[config.mk]
export PLATFORM = sky130hd
export DESIGN_NAME = portal_teleport_logic_flat
export DESIGN_NICKNAME = d
export VERILOG_FILES = /design/src/rtl/portal_teleport_logic_if.sv /design/src/rtl/portal_teleport_logic.sv /design/src/flat_wrapper.sv
export SDC_FILE = /design/constraint.sdc
export NUM_CORES = 1
export LEC_CHECK = 0
export ABC_AREA = 1
export CAP_MARGIN = 20
export CORE_MARGIN = 2
export CORE_UTILIZATION = 30
export DETAILED_ROUTE_END_ITERATION = 10
export GPL_TIMING_DRIVEN = 0
export HOLD_SLACK_MARGIN = 0.05
export PLACE_DENSITY_LB_ADDON = 0.05
export SLEW_MARGIN = 10
export SYNTH_ARGS = -nofsm -noshare
export SYNTH_HDL_FRONTEND = slang
export SYNTH_SLANG_ARGS = --single-unit
[constraint.sdc]
create_clock -name clk -period 5 [get_ports clk]
set_input_delay 1.5 -clock clk [delete_from_list [all_inputs] [get_ports clk]]
set_output_delay 1.5 -clock clk [all_outputs]
set_load 0.03 [all_outputs]
[src/rtl/portal_teleport_logic_if.sv]
// portal_teleport_logic_if: frame tick, ball/portal coordinates in; teleport request handshake out.
interface portal_teleport_logic_if;
    logic               startOfFrame;
    logic signed [10:0] ballX;
    logic signed [10:0] ballY;
    logic signed [10:0] topLeftXBlue;
    logic signed [10:0] topLeftYBlue;
    logic signed [10:0] topLeftXOrange;
    logic signed [10:0] topLeftYOrange;
    logic               teleportAck;
    logic               teleportReq;
    logic signed [10:0] newX;
    logic signed [10:0] newY;
    logic               fromOrange;
    logic               busy;
    modport master (
        output startOfFrame, ballX, ballY, topLeftXBlue, topLeftYBlue,
               topLeftXOrange, topLeftYOrange, teleportAck,
        input  teleportReq, newX, newY, fromOrange, busy
    );
    modport slave (
        input  startOfFrame, ballX, ballY, topLeftXBlue, topLeftYBlue,
               topLeftXOrange, topLeftYOrange, teleportAck,
        output teleportReq, newX, newY, fromOrange, busy
    );
endinterface

[src/rtl/portal_teleport_logic.sv]
// portal_teleport_logic: detects the ball centre inside a portal and requests a move to the other one.
module portal_teleport_logic #(
    parameter int PORTAL_SIZE     = 32,
    parameter int BALL_SIZE       = 16,
    parameter int COOLDOWN_FRAMES = 30
) (
    input logic                    clk,
    input logic                    reset,
    portal_teleport_logic_if.slave bus
);
    typedef enum logic [1:0] {IDLE, CHECK, REQUEST, COOLDOWN} state_t;
    localparam int                 CW   = COOLDOWN_FRAMES > 0 ? $clog2(COOLDOWN_FRAMES + 1) : 1;
    localparam logic signed [11:0] HB   = 12'(BALL_SIZE / 2);
    localparam logic signed [11:0] PS   = 12'(PORTAL_SIZE);
    localparam logic signed [10:0] OFF  = 11'((PORTAL_SIZE - BALL_SIZE) / 2);
    localparam logic [CW-1:0]      LOAD = CW'(COOLDOWN_FRAMES);
    state_t             state_q, state_d;
    logic signed [10:0] bx_q, bx_d, by_q, by_d;
    logic signed [10:0] blx_q, blx_d, bly_q, bly_d;
    logic signed [10:0] orx_q, orx_d, ory_q, ory_d;
    logic signed [10:0] nx_q, nx_d, ny_q, ny_d;
    logic               fo_q, fo_d;
    logic [CW-1:0]      cnt_q, cnt_d;
    logic               in_blue, in_orange, live_in_any;
    // Centre and portal extents use 12 bits so 11-bit coordinates plus sizes never wrap.
    function automatic logic in_portal(input logic signed [10:0] x, y, px, py);
        logic signed [11:0] cx, cy, x0, y0;
        cx = $signed({x[10], x}) + HB;
        cy = $signed({y[10], y}) + HB;
        x0 = $signed({px[10], px});
        y0 = $signed({py[10], py});
        return (x0 <= cx) && (cx < x0 + PS) && (y0 <= cy) && (cy < y0 + PS);
    endfunction
    assign in_blue     = in_portal(bx_q, by_q, blx_q, bly_q);
    assign in_orange   = in_portal(bx_q, by_q, orx_q, ory_q);
    assign live_in_any = in_portal(bus.ballX, bus.ballY, blx_q, bly_q) ||
                         in_portal(bus.ballX, bus.ballY, orx_q, ory_q);
    always_comb begin
        state_d = state_q;
        bx_d    = bx_q;
        by_d    = by_q;
        blx_d   = blx_q;
        bly_d   = bly_q;
        orx_d   = orx_q;
        ory_d   = ory_q;
        nx_d    = nx_q;
        ny_d    = ny_q;
        fo_d    = fo_q;
        cnt_d   = cnt_q;
        case (state_q)
            IDLE: if (bus.startOfFrame) begin
                bx_d    = bus.ballX;
                by_d    = bus.ballY;
                blx_d   = bus.topLeftXBlue;
                bly_d   = bus.topLeftYBlue;
                orx_d   = bus.topLeftXOrange;
                ory_d   = bus.topLeftYOrange;
                state_d = CHECK;
            end
            CHECK: begin
                nx_d    = in_blue ? orx_q + OFF : blx_q + OFF;
                ny_d    = in_blue ? ory_q + OFF : bly_q + OFF;
                fo_d    = !in_blue;
                state_d = (in_blue || in_orange) ? REQUEST : IDLE;
                if (!(in_blue || in_orange)) begin
                    nx_d = nx_q;
                    ny_d = ny_q;
                    fo_d = fo_q;
                end
            end
            REQUEST: if (bus.teleportAck) begin
                cnt_d   = LOAD;
                state_d = COOLDOWN;
            end
            COOLDOWN: if (bus.startOfFrame) begin
                cnt_d = cnt_q != '0 ? cnt_q - 1'b1 : cnt_q;
                if (cnt_q == '0) begin
                    bx_d    = bus.ballX;
                    by_d    = bus.ballY;
                    state_d = live_in_any ? COOLDOWN : IDLE;
                end
            end
            default: state_d = IDLE;
        endcase
    end
    always_ff @(posedge clk or posedge reset) begin
        if (reset) begin
            state_q <= IDLE;
            bx_q    <= '0;
            by_q    <= '0;
            blx_q   <= '0;
            bly_q   <= '0;
            orx_q   <= '0;
            ory_q   <= '0;
            nx_q    <= '0;
            ny_q    <= '0;
            fo_q    <= 1'b0;
            cnt_q   <= '0;
        end else begin
            state_q <= state_d;
            bx_q    <= bx_d;
            by_q    <= by_d;
            blx_q   <= blx_d;
            bly_q   <= bly_d;
            orx_q   <= orx_d;
            ory_q   <= ory_d;
            nx_q    <= nx_d;
            ny_q    <= ny_d;
            fo_q    <= fo_d;
            cnt_q   <= cnt_d;
        end
    end
    assign bus.teleportReq = state_q == REQUEST;
    assign bus.busy        = state_q != IDLE;
    assign bus.newX        = nx_q;
    assign bus.newY        = ny_q;
    assign bus.fromOrange  = fo_q;
endmodule

[src/flat_wrapper.sv]
// flat-port wrapper written by rule: the top's interface ports become plain ports
module portal_teleport_logic_flat 
#(
    parameter int PORTAL_SIZE     = 32,
    parameter int BALL_SIZE       = 16,
    parameter int COOLDOWN_FRAMES = 30
)
  (clk, reset, bus_startOfFrame, bus_ballX, bus_ballY, bus_topLeftXBlue, bus_topLeftYBlue, bus_topLeftXOrange, bus_topLeftYOrange, bus_teleportAck, bus_teleportReq, bus_newX, bus_newY, bus_fromOrange, bus_busy);
  portal_teleport_logic_if bus_i ();
  input logic clk;
  input logic reset;
  input wire logic [$bits(bus_i.startOfFrame)-1:0] bus_startOfFrame;
  input wire logic [$bits(bus_i.ballX)-1:0] bus_ballX;
  input wire logic [$bits(bus_i.ballY)-1:0] bus_ballY;
  input wire logic [$bits(bus_i.topLeftXBlue)-1:0] bus_topLeftXBlue;
  input wire logic [$bits(bus_i.topLeftYBlue)-1:0] bus_topLeftYBlue;
  input wire logic [$bits(bus_i.topLeftXOrange)-1:0] bus_topLeftXOrange;
  input wire logic [$bits(bus_i.topLeftYOrange)-1:0] bus_topLeftYOrange;
  input wire logic [$bits(bus_i.teleportAck)-1:0] bus_teleportAck;
  output wire logic [$bits(bus_i.teleportReq)-1:0] bus_teleportReq;
  output wire logic [$bits(bus_i.newX)-1:0] bus_newX;
  output wire logic [$bits(bus_i.newY)-1:0] bus_newY;
  output wire logic [$bits(bus_i.fromOrange)-1:0] bus_fromOrange;
  output wire logic [$bits(bus_i.busy)-1:0] bus_busy;
  assign bus_i.startOfFrame = bus_startOfFrame;
  assign bus_i.ballX = bus_ballX;
  assign bus_i.ballY = bus_ballY;
  assign bus_i.topLeftXBlue = bus_topLeftXBlue;
  assign bus_i.topLeftYBlue = bus_topLeftYBlue;
  assign bus_i.topLeftXOrange = bus_topLeftXOrange;
  assign bus_i.topLeftYOrange = bus_topLeftYOrange;
  assign bus_i.teleportAck = bus_teleportAck;
  assign bus_teleportReq = bus_i.teleportReq;
  assign bus_newX = bus_i.newX;
  assign bus_newY = bus_i.newY;
  assign bus_fromOrange = bus_i.fromOrange;
  assign bus_busy = bus_i.busy;
  portal_teleport_logic #(.PORTAL_SIZE(PORTAL_SIZE), .BALL_SIZE(BALL_SIZE), .COOLDOWN_FRAMES(COOLDOWN_FRAMES)) u_core (.clk(clk), .reset(reset), .bus(bus_i));
endmodule
### After elaboration in Yosys (flattened, before gate mapping)

Cells that the tools add are included.

| word-level totals | value |
|---|---|
| flip-flop bits (word level) | 96 |
| input port bits | 70 |
| output and inout port bits | 25 |
| logic and storage cells | 95 |

| operators by class | value |
|---|---|
| add/sub/neg operators | 13 |
| $lt $le $gt $ge | 16 |
| eq/ne operators | 8 |
| mux-type cells | 21 |
| reductions and logical operators | 26 |

Operator list:

| operator | count |
|---|---|
| <= comparator 11 x 12 -> 1 bit | 8 |
| < comparator 12 bit | 8 |
| 2-to-1 mux 11 bit | 8 |
| adder 11 x 5 -> 12 bit, second input constant | 4 |
| adder 11 x 7 -> 12 bit, second input constant | 4 |
| adder 11 x 5 -> 11 bit, second input constant | 4 |
| one-hot mux 11 bit (2 select lines) | 2 |
| 2-to-1 mux 5 bit | 3 |
| logical AND 1 bit | 12 |
| 2-to-1 mux 2 bit | 6 |
| AND reduction 4 bit | 3 |
| one-hot mux 5 bit (2 select lines) | 1 |
| one-hot mux 2 bit (4 select lines) | 1 |
| inequality test 2 bit, second input constant | 3 |
| nonzero test 2 bit | 3 |
| logical NOT 5 bit | 1 |
| nonzero test 5 bit | 1 |
| subtractor 5 x 1 -> 5 bit, second input constant | 1 |
| equality test 2 bit, second input constant | 2 |
| inequality test 2 x 1 -> 1 bit, second input constant | 2 |
| AND reduction 2 bit | 2 |
| equality test 2 x 1 -> 1 bit, second input constant | 1 |
| logical NOT 2 bit | 1 |
| logical OR 1 bit | 2 |
| logical NOT 1 bit | 1 |

### Logic depth before layout (Yosys ltp)

| logic depth | value |
|---|---|
| word-level depth | 10 |
| depth in mapped cells | 28 |
| depth with buffers taken out | 26 |

### Worst setup path after synthesis

OpenSTA, ideal clock, no wires.

| path | value |
|---|---|
| kind | in2reg |
| start | in bus_ballY[3] |
| end | reg u_core.state_q[1] |
| setup time | 0.117 ns |
| arrival | 3.489 ns |
| required time | 4.883 ns |
| path slack | 1.395 ns |
| stages | 18 |
| buffers on the path | 0 |
| cell sequence | inv_1 > nor3_1 > nand2_1 > nor2_1 > nand3_1 > xor2_1 > inv_1 > ha_1 > nand2_1 > nor2_1 > a221oi_1 > a21oi_1 > nand2_1 > nor3_1 > nand2_1 > nand3_1 > nand2_1 > nand2_1 |

| between the ends | value |
|---|---|
| longest elaborated chain between the ends | 9 |
| elaborated cells between the ends (all ways) | 14 |
| those cells by class | add/sub: 1; order compare: 4; mux: 4; reduce/logical: 5 |

Ends and longest elaborated chain:

| item | line | text |
|---|---|---|
| start, declared | flat_wrapper.sv:14 | `input wire logic [$bits(bus_i.ballY)-1:0] bus_ballY;` |
| adder 11 x 5 -> 12 bit (*) | portal_teleport_logic.sv:29 | `cy = $signed({y[10], y}) + HB;` |
| <= comparator 11 x 12 -> 1 bit | portal_teleport_logic.sv:32 | `return (x0 <= cx) && (cx < x0 + PS) && (y0 <= cy) && (cy < y0 + PS);` |
| logical AND 1 bit (2 in series) | portal_teleport_logic.sv:32 |  |
| logical OR 1 bit (*) | portal_teleport_logic.sv:36 | `assign live_in_any = in_portal(bus.ballX, bus.ballY, blx_q, bly_q) \|\|` |
| 2-to-1 mux 2 bit (*) | portal_teleport_logic.sv:80 | `state_d = live_in_any ? COOLDOWN : IDLE;` |
| 2-to-1 mux 2 bit (*) | portal_teleport_logic.sv:77 | `if (cnt_q == '0) begin` |
| 2-to-1 mux 2 bit (*) | portal_teleport_logic.sv:75 | `COOLDOWN: if (bus.startOfFrame) begin` |
| one-hot mux 2 bit (4 select lines) (*) | portal_teleport_logic.sv:50 | `case (state_q)` |
| end signal, assigned | portal_teleport_logic.sv:100 | `state_q <= state_d;` |
| end, declared | portal_teleport_logic.sv:17 | `state_t state_q, state_d;` |

Every way passes the cells marked *; elsewhere a longest branch is shown, timed or not. The select of a mux whose other input is x is not followed.
A chain may end at the register's enable or synchronous reset.

### Worst setup path after layout

Same ends and word-level chain as after synthesis.

==> metrics <==
status finished clean; Tcrit/Tclk final 92.4%; Ys Warns 0; DR WL/cell between 15 and 20 um; # port buffers 94; fillcell total 3433; CTS Buf Count 9; M3 GR Usage under 10%; clk_skew slightly above 9 ps; H-tree depth 3; DP Area ~11000 um^2; Worst Path Max Fanout 4; cts hold-fix bufs 0; Reg power frac 22.2%; commonest non-fill, non-tap cell in the layout nand2_1; Rel. slew slack ~31%; grt peak-use layer met2; Power Density 656 nW/um^2; largest net degree at the start of global routing 50; Clock Path Buffers 2; Tmin final about 4600 ps; met2 GRT Util between 30% and 40%; width of the chip around 180 um; final wirelength around 32000 um; Placed Instances ~1800; post-layout instance area between 10000 and 15000 um^2; Rows 65; Post-synth EDFFs 0; Leak 5.97 nW; layout cells sized above 1 5.53%; synthesized net count between 1500 and 2000; CTS tree yes; area grow syn2layout 19.1%; Combinational Power Share around two thirds; register area share after synthesis between 20% and 30%; final hold vios 0; Top FF cell, synth dfrtp_1; clock network latency to the later pin of the worst-skew pair between 300 and 400 ps; post-route setup slack ~380 ps; Vias ~8800; startpoint types input pin; Setup Crit Path Kind input pin to flip-flop; Min-Delay Path Class flip-flop to flip-flop; Antenna Nets Post-Route 0; Mapped Avg Cell Area between 7 and 8 um^2; total I/O pin count 95; Core Util, Final around 36%; Core Footprint around 31000 um^2; #FFs+latches synth 96; initial DRC count between 400 and 500; crit path DAT just under 5000 ps; GRT met1 Usage between 20% and 30%; vias per cell roughly 4.8; clock-pin slew on the worst setup and hold paths around 70 ps; RD Place Congestion approximately 0.85; DR pass1 iterations 5; Place WS -145 ps; P_sw about 4.0 mW; Synth cell types 43; die area 33400 um^2; Hold Slack between 400 and 500 ps; Global Route Usage Sum between 10% and 20%; power share of the clock group between 10% and 20%; Storage cell area roughly 2400 um^2; worst path required time about 5300 ps; Syn Std Cell Area 9580 um^2; worst vdd ir ~230 uV; CTS root buf clkbuf_16; initial antenna violation count 0; Slew Viols, Final 0; drc violations 0; async set or reset register ratio after synthesis between 90% and 100%; CP Capture Type flip-flop; Max-cap violations 0; Final Setup Violations 0; P_int 3.47 mW; Initial Util between 30% and 40%; # clock sinks between 90 and 100; Die H 183 um; commonest cells after routing, fill and taps aside nand2_1, ha_1, inv_1, a21oi_1, nor2_1; first-pass GRT wire length between 40000 and 50000 um; number of global-route vias before repair about 8600; Multi-input gate area roughly 6400 um^2; Layout Nets around 1700; FMAX 216 MHz; Sw Share roughly 54%; worst slew pin tran ~1000 ps; RSZ-0062 raised after global routing no; Setup TNS 0 ps; cell count after synthesis ~1300; Post-CTS Setup Bufs 0; gr ovfl total 0; Total Power 7.48 mW; Detailed Place HPWL 26800 um; Finished Layout Cells around 1800
## cell usage after synthesis (all sizes together) (4+ instances only)
library cell / number / share of area [%]
nor3: 13 / 0.68
nand2: 330 / 13
inv: 178 / 7.0
or2: 4 / 0.26
o21ai: 75 / 3.9
dfrtp: 96 / 25
ha: 188 / 25
nand3: 82 / 4.4
clkbuf: 10 / 0.39
xnor2: 4 / 0.37
xor2: 25 / 2.3
nand4: 19 / 1.2
mux2: 12 / 1.4
nor2: 112 / 4.8
o21a: 5 / 0.39
nor4: 5 / 0.39
buf: 14 / 0.86
o21bai: 4 / 0.31
o2111ai: 6 / 0.55
a21oi: 110 / 5.7
nand3b: 6 / 0.47
## cell type report
type,instances,area share [%]
antenna,1,0.0219
buffer,24,1.05
clock buffer,9,1.97
clock inverter,7,1.05
inverter,178,5.90
multi-input combinational,1019,56.1
sequential,96,21.1
tap,402,4.41
timing repair buffer,95,8.49
## power groups by stage
stage	sequential [mW]	combinational, mW	clock (mW)
floorplan	1.57	3.48	0
global placement	1.67	4.94	0
detailed placement	1.68	4.99	0
CTS	1.66	5.03	0.868
global route	1.72	5.75	0.898
finish	1.66	4.99	0.836
## state kept, by name, indices dropped and copies added (netlist names)
signal,cells
u_core.blx_q,11
u_core.bly_q,11
u_core.bus.fromOrange,1
u_core.bus.newX,11
u_core.bus.newY,11
u_core.bx_q,11
u_core.by_q,11
u_core.cnt_q,5
u_core.orx_q,11
u_core.ory_q,11
u_core.state_q,2
## kinds of logic after synthesis
logic type                 after synthesis  share of synthesized area, %
adders and majority gates              188                          24.6
buffers and inverters                  202                          8.23
muxes                                   12                          1.41
DFF                                     96                          25.1
and+or+nand+nor                        571                          25.7
xor gates and xnor gates                29                          2.65
AOI/OAI and AO/OA                      219                          12.4
## critical path, cell delays in order
cell	delay, ps
clkdlybuf4s50_1	580
inv_1	160
nor3_1	270
nand2_1	100
nor2_1	200
nand3_1	170
xor2_2	260
inv_1	110
ha_1	280
nand2_1	120
o21ai_0	110
a221oi_1	380
a21oi_1	120
nand2_1	80
nor3_1	40
nand2_1	140
nand3_1	140
nand2_1	80
nand2_1	40
## layer usage
layer  part of all wire, %  vias to the layer above  wire (um)
met5                     0                        -          0
met4                   1.2                        0        401
met3                   3.6                       22       1150
met2                    43                      135      13800
met1                    52                     4117      16800
li1                      -                     4554          -
## repair_timing
item / CTS / global route
endpoints found under the hold margin: 0 / 0
endpoints found under the setup margin: 0 / 2
resized for setup: 0 / 1
## final timing paths
| check | cells after the start | slack [ps] | start | endpoint |
|---|---|---|---|---|
| min in group asynchronous | 2 | 1550 | reset | u_core.bus.newY[8] |
| worst max register to register | 21 | 870 | u_core.bx_q[3] | u_core.bus.newX[5] |
| worst max-delay path | 19 | 380 | bus_ballY[3] | u_core.state_q[1] |
| max in group asynchronous | 3 | 2800 | reset | u_core.orx_q[10] |
| worst min register to register | 2 | 480 | u_core.bus.newX[1] | u_core.bus.newX[1] |
| worst min-delay path | 2 | 480 | u_core.bus.newX[1] | u_core.bus.newX[1] |
(Power assumes the default switching activity.)
